$ cat src/rtl/tt_opacc_pkg.sv
// -----------------------------------------------------------------------------
// tt_opacc_pkg
// Shared types for the outer-product accumulator (tt_opacc) and its command
// sequencer (tt_opacc_seq).
//   - OPACC_* constants : default geometry; the packed command struct is sized
//                         from these, so sequencer parameters must match them.
//   - opacc_op_e        : matrix-register command opcode (ACC/WR/RD/CLR).
//   - opacc_seq_state_e : sequencer FSM state.
//   - opacc_cmd_t       : one accepted command {op, mreg, row, a, b}.
// -----------------------------------------------------------------------------
package tt_opacc_pkg;

  localparam int unsigned OPACC_VL        = 4;   // elements per row
  localparam int unsigned OPACC_ML        = 4;   // rows per matrix register
  localparam int unsigned OPACC_NUM_MREGS = 2;
  localparam int unsigned OPACC_XLEN      = 64;
  localparam int unsigned OPACC_MREG_AW   = $clog2(OPACC_NUM_MREGS);
  localparam int unsigned OPACC_ROW_AW    = $clog2(OPACC_ML);

  typedef enum logic [1:0] {
    OP_ACC = 2'd0,
    OP_WR  = 2'd1,
    OP_RD  = 2'd2,
    OP_CLR = 2'd3
  } opacc_op_e;

  typedef enum logic [1:0] {
    ST_IDLE = 2'd0,
    ST_EXEC = 2'd1,
    ST_CLR  = 2'd2,
    ST_RSP  = 2'd3
  } opacc_seq_state_e;

  typedef struct packed {
    opacc_op_e                          op;
    logic [OPACC_MREG_AW-1:0]           mreg;
    logic [OPACC_ROW_AW-1:0]            row;
    logic [OPACC_ML*OPACC_XLEN-1:0]     a;
    logic [OPACC_VL*OPACC_XLEN-1:0]     b;
  } opacc_cmd_t;

endpackage

$ cat src/rtl/tt_opacc_seq.sv
// -----------------------------------------------------------------------------
// tt_opacc_seq
// Command sequencer in front of the tt_opacc datapath. Takes ACC/WR/RD/CLR
// commands over valid/ready, turns each into registered datapath strobes,
// addresses and operands, and returns RD row data over a registered
// valid/ready response port.
//
// Ports (AW = MREG_ADDR_WIDTH + ROW_ADDR_WIDTH):
//   i_clk, i_reset_n          clock, synchronous active-low reset
//   i_cmd_valid/o_cmd_ready   command handshake
//   i_cmd_op/mreg/row/a/b     command fields
//   o_vab_valid               outer-product accumulate strobe (ACC)
//   o_c_valid                 row-write strobe (WR, CLR)
//   o_wraddr / o_rdaddr       datapath {mreg,row} write / read address
//   o_a, o_b, o_c             datapath A / B operands, row-write data
//   i_dp_c                    datapath read data, combinational from o_rdaddr
//   o_rsp_valid/i_rsp_ready   RD response handshake, o_rsp_data the row
//   o_idle                    nothing in flight
//
// Geometry parameters must match the tt_opacc_pkg constants, since the
// latched command uses the package struct.
// -----------------------------------------------------------------------------
module tt_opacc_seq
  import tt_opacc_pkg::*;
#(
  parameter int unsigned vl              = OPACC_VL,
  parameter int unsigned ml              = OPACC_ML,
  parameter int unsigned NUM_MREGS       = OPACC_NUM_MREGS,
  parameter int unsigned MREG_ADDR_WIDTH = $clog2(NUM_MREGS),
  parameter int unsigned ROW_ADDR_WIDTH  = $clog2(ml),
  parameter int unsigned XLEN            = OPACC_XLEN
) (
  input  logic                                       i_clk,
  input  logic                                       i_reset_n,
  input  logic                                       i_cmd_valid,
  output logic                                       o_cmd_ready,
  input  opacc_op_e                                  i_cmd_op,
  input  logic [MREG_ADDR_WIDTH-1:0]                 i_cmd_mreg,
  input  logic [ROW_ADDR_WIDTH-1:0]                  i_cmd_row,
  input  logic [ml*XLEN-1:0]                         i_cmd_a,
  input  logic [vl*XLEN-1:0]                         i_cmd_b,
  output logic                                       o_vab_valid,
  output logic                                       o_c_valid,
  output logic [MREG_ADDR_WIDTH+ROW_ADDR_WIDTH-1:0]  o_wraddr,
  output logic [MREG_ADDR_WIDTH+ROW_ADDR_WIDTH-1:0]  o_rdaddr,
  output logic [ml*XLEN-1:0]                         o_a,
  output logic [vl*XLEN-1:0]                         o_b,
  output logic [vl*XLEN-1:0]                         o_c,
  input  logic [vl*XLEN-1:0]                         i_dp_c,
  output logic                                       o_rsp_valid,
  input  logic                                       i_rsp_ready,
  output logic [vl*XLEN-1:0]                         o_rsp_data,
  output logic                                       o_idle
);

  localparam int unsigned AW = MREG_ADDR_WIDTH + ROW_ADDR_WIDTH;

  opacc_seq_state_e            state_q, state_d;
  opacc_cmd_t                  cmd_q, cmd_d;
  logic [ROW_ADDR_WIDTH-1:0]   cnt_q, cnt_d;
  logic                        vab_valid_q, vab_valid_d;
  logic                        c_valid_q, c_valid_d;
  logic [AW-1:0]               wraddr_q, wraddr_d;
  logic [AW-1:0]               rdaddr_q, rdaddr_d;
  logic [vl*XLEN-1:0]          c_q, c_d;
  logic                        rsp_valid_q, rsp_valid_d;
  logic [vl*XLEN-1:0]          rsp_data_q, rsp_data_d;

  opacc_cmd_t                  cmd_in;
  logic                        exec_accwr;
  logic                        cmd_fire;
  logic [ROW_ADDR_WIDTH-1:0]   cnt_next;

  assign cmd_in = '{op: i_cmd_op, mreg: i_cmd_mreg, row: i_cmd_row, a: i_cmd_a, b: i_cmd_b};

  // ACC/WR finish in their single EXEC cycle, so a new command may be taken
  // while they are strobing. Any opcode is safe here: the datapath commits the
  // ACC/WR on the very edge that accepts the follower, so a following RD reads
  // the updated row and a following CLR overwrites it.
  assign exec_accwr  = (state_q == ST_EXEC) && ((cmd_q.op == OP_ACC) || (cmd_q.op == OP_WR));
  assign o_cmd_ready = i_reset_n && ((state_q == ST_IDLE) || exec_accwr);
  assign cmd_fire    = i_cmd_valid && o_cmd_ready;
  assign cnt_next    = cnt_q + 1'b1;

  always_comb begin
    // NOTE: every signal driven here gets a default first, so no path through
    // the case statements can leave one unassigned and infer a latch.
    state_d     = state_q;
    cmd_d       = cmd_q;
    cnt_d       = cnt_q;
    vab_valid_d = 1'b0;
    c_valid_d   = 1'b0;
    wraddr_d    = wraddr_q;
    rdaddr_d    = rdaddr_q;
    c_d         = c_q;
    rsp_valid_d = rsp_valid_q;
    rsp_data_d  = rsp_data_q;

    case (state_q)
      ST_IDLE, ST_EXEC: begin
        if ((state_q == ST_EXEC) && (cmd_q.op == OP_RD)) begin
          // Read address has been on o_rdaddr all cycle; capture the row.
          rsp_data_d  = i_dp_c;
          rsp_valid_d = 1'b1;
          state_d     = ST_RSP;
        end else if (cmd_fire) begin
          cmd_d = cmd_in;
          case (i_cmd_op)
            OP_ACC: begin
              vab_valid_d = 1'b1;
              wraddr_d    = {i_cmd_mreg, {ROW_ADDR_WIDTH{1'b0}}};
              state_d     = ST_EXEC;
            end
            OP_WR: begin
              c_valid_d = 1'b1;
              wraddr_d  = {i_cmd_mreg, i_cmd_row};
              c_d       = i_cmd_b;
              state_d   = ST_EXEC;
            end
            OP_RD: begin
              rdaddr_d = {i_cmd_mreg, i_cmd_row};
              state_d  = ST_EXEC;
            end
            default: begin  // OP_CLR: first zero-row strobe goes out next cycle
              c_valid_d = 1'b1;
              wraddr_d  = {i_cmd_mreg, {ROW_ADDR_WIDTH{1'b0}}};
              c_d       = '0;
              cnt_d     = '0;
              state_d   = ST_CLR;
            end
          endcase
        end else begin
          state_d = ST_IDLE;
        end
      end

      ST_CLR: begin
        // cnt_q is the row whose zero-write strobe is on the outputs now.
        if (cnt_q == ROW_ADDR_WIDTH'(ml - 1)) begin
          cnt_d   = '0;
          state_d = ST_IDLE;
        end else begin
          cnt_d     = cnt_next;
          c_valid_d = 1'b1;
          wraddr_d  = {cmd_q.mreg, cnt_next};
          c_d       = '0;
        end
      end

      ST_RSP: begin
        if (i_rsp_ready) begin
          rsp_valid_d = 1'b0;
          state_d     = ST_IDLE;
        end
      end

      default: state_d = ST_IDLE;
    endcase
  end

  always_ff @(posedge i_clk) begin
    if (!i_reset_n) begin
      // NOTE: the wide operand/data registers are reset too, because the
      // outputs they drive must read zero out of reset; these are ordinary
      // registers, not a storage array, so the reset cost is acceptable.
      state_q     <= ST_IDLE;
      cmd_q       <= '0;
      cnt_q       <= '0;
      vab_valid_q <= 1'b0;
      c_valid_q   <= 1'b0;
      wraddr_q    <= '0;
      rdaddr_q    <= '0;
      c_q         <= '0;
      rsp_valid_q <= 1'b0;
      rsp_data_q  <= '0;
    end else begin
      // NOTE: non-blocking assignments so every flop samples the pre-edge
      // value of the others, independent of statement order.
      state_q     <= state_d;
      cmd_q       <= cmd_d;
      cnt_q       <= cnt_d;
      vab_valid_q <= vab_valid_d;
      c_valid_q   <= c_valid_d;
      wraddr_q    <= wraddr_d;
      rdaddr_q    <= rdaddr_d;
      c_q         <= c_d;
      rsp_valid_q <= rsp_valid_d;
      rsp_data_q  <= rsp_data_d;
    end
  end

  assign o_vab_valid = vab_valid_q;
  assign o_c_valid   = c_valid_q;
  assign o_wraddr    = wraddr_q;
  assign o_rdaddr    = rdaddr_q;
  assign o_a         = cmd_q.a;
  assign o_b         = cmd_q.b;
  assign o_c         = c_q;
  assign o_rsp_valid = rsp_valid_q;
  assign o_rsp_data  = rsp_data_q;
  assign o_idle      = (state_q == ST_IDLE) && !rsp_valid_q;

endmodule

$ cat config.mk
export PLATFORM = sky130hd
export DESIGN_NAME = tt_opacc_seq
export DESIGN_NICKNAME = d
export VERILOG_FILES = /design/src/rtl/tt_opacc_pkg.sv /design/src/rtl/tt_opacc_seq.sv
export SDC_FILE = /design/constraint.sdc
export NUM_CORES = 2
export LEC_CHECK = 0
export BUFFER_PORTS_ARGS = -buffer_cell sky130_fd_sc_hd__buf_2
export CORE_AREA = 2 2 701 703
export CTS_CLUSTER_SIZE = 20
export DETAILED_ROUTE_END_ITERATION = 8
export DIE_AREA = 0 0 703 705
export PLACE_DENSITY_LB_ADDON = 0.2
export SYNTH_ARGS = -nofsm -noshare
export SYNTH_HDL_FRONTEND = slang
export SYNTH_SLANG_ARGS = --single-unit
export TNS_END_PERCENT = 50
$ cat constraint.sdc
create_clock -name i_clk -period 3.1 [get_ports i_clk]
set_clock_uncertainty 0.2 [all_clocks]
set_input_delay 0.31 -clock i_clk [delete_from_list [all_inputs] [get_ports i_clk]]
set_output_delay 0.31 -clock i_clk [all_outputs]
set_load 0.01 [all_outputs]
==> results.py <==
metrics = {
    "status": {
        "status": "completed",
    },
    "synth": {
        "yosys_warnings": 0,
        "mappedNetlistArea_mm2": 0.0463,
        "postSynthCellCount": 5365,
        "synth_cell_types": 37,
        "yosys_register_bits": 1040,
        "synth.avg_cell_area_um2": 8.64,
        "synth_area_leaders": "dfxtp_1 45%, nand4_1 10%, buf_4 8.6%",
        "synth_common_cells": "1040 x dfxtp_1, 774 x a21oi_1, 773 x nand4_1, 529 x buf_4, 519 x nand2_1",
        "yosysTopAreaCellShare_pct": 44.9,
        "post-synth-top-count-cell": "dfxtp_1",
        "synthFlopType": "dfxtp_1",
        "syn_nets": 6143,
        "ys_async_sr_fraction_pct": 0,
        "yosysTopAreaCell": "dfxtp_1",
        "yosysSeqAreaShare_pct": 44.9,
        "synth_edf_count": 0,
    },
    "timing": {
        "tightest_slew_ns": 1.04,
        "timing.fmax_mhz": 347,
        "hold_viol_final": 0,
        "grt_setup_unrepaired": "no",
        "final_max_slew_viol_count": 0,
        "final.period_utilization_pct": 93.0,
        "slew-limit-headroom_pct": 30.7,
        "post-route-min-period_ns": 2.88,
        "setup_viol": 0,
        "fin_tns_setup_ns": 0,
    },
    "global_routing": {
        "grt-ovfl-total": 0,
        "antenna_found_initial": 129,
        "grt_pass1_vias": 51900,
        "grt_use_total_pct": 15.4,
        "grt_pass1_wl_um": 520000,
        "grt_max_degree": 184,
    },
    "route": {
        "antenna_left": 0,
        "drt_wl_total_um": 403000,
        "drt-initial-drc-count": 3904,
        "drc_errors": 0,
        "wl_per_cell_um": 28.6,
        "vias_per_cell": 3.70,
        "first_pass_iters": 7,
        "route.vias.total": 52100,
    },
    "cts": {
        "clock-sinks": 1040,
        "cts_buffers": 157,
        "path_clk_slew_ns": 0.06,
        "cts.path.max_buffers": 4,
        "postCtsSetupBuffers": 0,
        "root_buffer": "clkbuf_16",
        "htree_levels": 4,
        "cts_tree": "done",
        "clk_latency_ns": 0.86,
    },
    "layout": {
        "drive_above_1_share_pct": 30.2,
        "nets": 8250,
        "syn_to_final_growth_pct": 64.2,
        "fin_util_pct": 15.6,
    },
    "worst_setup_path": {
        "critPathLaunch": "state_q[0]$_SDFFE_PN0P_",
        "rrSetupSlack_ns": 0.22,
        "startpoint_type": "register",
        "reg2reg_from": "state_q[0]$_SDFFE_PN0P_",
        "required_ns": 3.65,
        "worst-path-max-fanout": 46,
        "reg2reg_depth": 5,
        "crit_end": "o_rsp_data[72]$_SDFFE_PN0P_",
        "r2r_end": "o_rsp_data[72]$_SDFFE_PN0P_",
        "cp.arrival_ns": 3.43,
        "crit_path_end_kind": "register",
        "critPathKind": "reg -> reg",
    },
    "power_and_ir_drop": {
        "power_density_mw_per_mm2": 513,
        "p_leak_nw": 31.2,
        "ir_drop_mv": 0.340,
    },
    "floorplan": {
        "start_util_pct": 9.49,
        "die_y_um": 705,
        "placementRows": 257,
        "ioPinCount": 1812,
        "die-area_mm2": 0.496,
        "core_mm2": 0.488,
        "die_w_um": 703,
    },
    "placed_design": {
        "io_buffers": 1811,
        "place_hpwl_um": 319000,
        "globalplace.congestion": 0.947,
    },
    "run": {
        "maxCapViolCount": 0,
    },
    "min_path": {
        "hold_class": "in -> reg",
    },
}
## cell families (layout without fill, tap and decap cells)
logic type,count (synthesis),in the layout,synth area share [%]
other,0,45,0
muxes,261,261,5.64
DFF,1040,1040,44.9
adders and majority gates,1,1,0.0270
and+or+nand+nor,1573,1573,17.8
buffers and inverters,1185,3406,14.6
AOI/OAI and AO/OA,1305,1305,17.0
## layout by cell type (no fill, tap or decap), types with 12 or more instances in the layout
| cell | instances |
|---|---|
| buf_2 | 1809 |
| dlygate4sd3_1 | 1106 |
| dfxtp_1 | 1040 |
| a21oi_1 | 774 |
| nand4_1 | 773 |
| nand2_1 | 518 |
| o31ai_1 | 515 |
| mux2i_1 | 261 |
| nand3_1 | 258 |
| clkbuf_16 | 159 |
| buf_4 | 126 |
| buf_12 | 85 |
| diode_2 | 45 |
| clkbuf_8 | 38 |
| clkinv_2 | 23 |
| clkbuf_1 | 21 |
| bufinv_16 | 12 |
## critical path, stage by stage (launching register included)
cell and delay [ns]:
dfxtp_1 0.69, nand4bb_4 0.67, buf_12 0.45, nand2_1 0.10, a21oi_1 0.06, dlygate4sd3_1 0.56
## per-stage QoR
stage	hold WS, ns	std cells	total power, mW	instance area (µm²)	setup WS [ns]
2_1_floorplan	0.188	5365	16.4	46300	1.31
3_3_place_gp	0.239	12700	18.8	59500	0.488
4_1_cts	0.0000450	14100	40.0	76000	0.115
3_5_place_dp	0.243	12700	18.8	59500	0.533
6_report	0.101	14100	39.0	76100	0.218
5_1_grt	0.0380	14100	40.6	76000	0.0153
## metal layers
metal	up-vias	share of wire (%)	GRT usage, %
met5	-	0.13	0
met4	90	4.6	5.95
met3	496	9.4	6.01
met2	2117	47	25.5
met1	26000	39	17.8
li1	23500	-	-
## what timing repair did
| action | in CTS | in global routing |
|---|---|---|
| endpoints found under the setup margin | 1 | 1 |
| pin swaps | 0 | 1 |
| endpoints found under the hold margin | 1040 | 0 |
| resized for setup | 2 | 0 |
| hold buffers | 1106 | 0 |
## final cells by class
class                           instances  area [µm²]
Fill cell                           55800      412000
Timing Repair Buffer                 3128       22800
Sequential cell                      1040       20800
Multi-Input combinational cell       3140       18800
Tap cell                             6475        8100
Clock buffer                          218        4580
Clock inverter                         55         792
Antenna cell                           45         113
Inverter                                5        33.8
## registers in the layout, indices dropped and copies added, names as in the netlist
register and count:
o_a 256, state_q 2, cmd_q 3, o_rdaddr 3, o_c_valid 1, o_c 256
o_vab_valid 1, cnt_q 2, o_wraddr 3, o_rsp_data 256, o_b 256, o_rsp_valid 1
## worst min-delay path by stage
| stage | depth (start not counted) | endpoint | startpoint |
|---|---|---|---|
| 3_3_place_gp | 2 | o_rsp_data[214]$_SDFFE_PN0P_ | o_rsp_data[214]$_SDFFE_PN0P_ |
| 4_1_cts | 4 | o_rsp_data[44]$_SDFFE_PN0P_ | i_dp_c[44] |
| 6_report | 4 | o_b[227]$_SDFFE_PN0P_ | i_cmd_b[227] |
| 5_1_grt | 4 | o_b[145]$_SDFFE_PN0P_ | i_cmd_b[145] |
| 2_1_floorplan | 1 | o_vab_valid$_SDFF_PP0_ | i_cmd_op[1] |
| 3_5_place_dp | 2 | o_rsp_data[220]$_SDFFE_PN0P_ | o_rsp_data[220]$_SDFFE_PN0P_ |
## power by group
group / internal, mW / switching, mW
clock: 11.4 / 7.97
sequential: 13.8 / 0.239
combinational: 2.25 / 3.44
No activity file was read; power rests on OpenSTA's default activity.
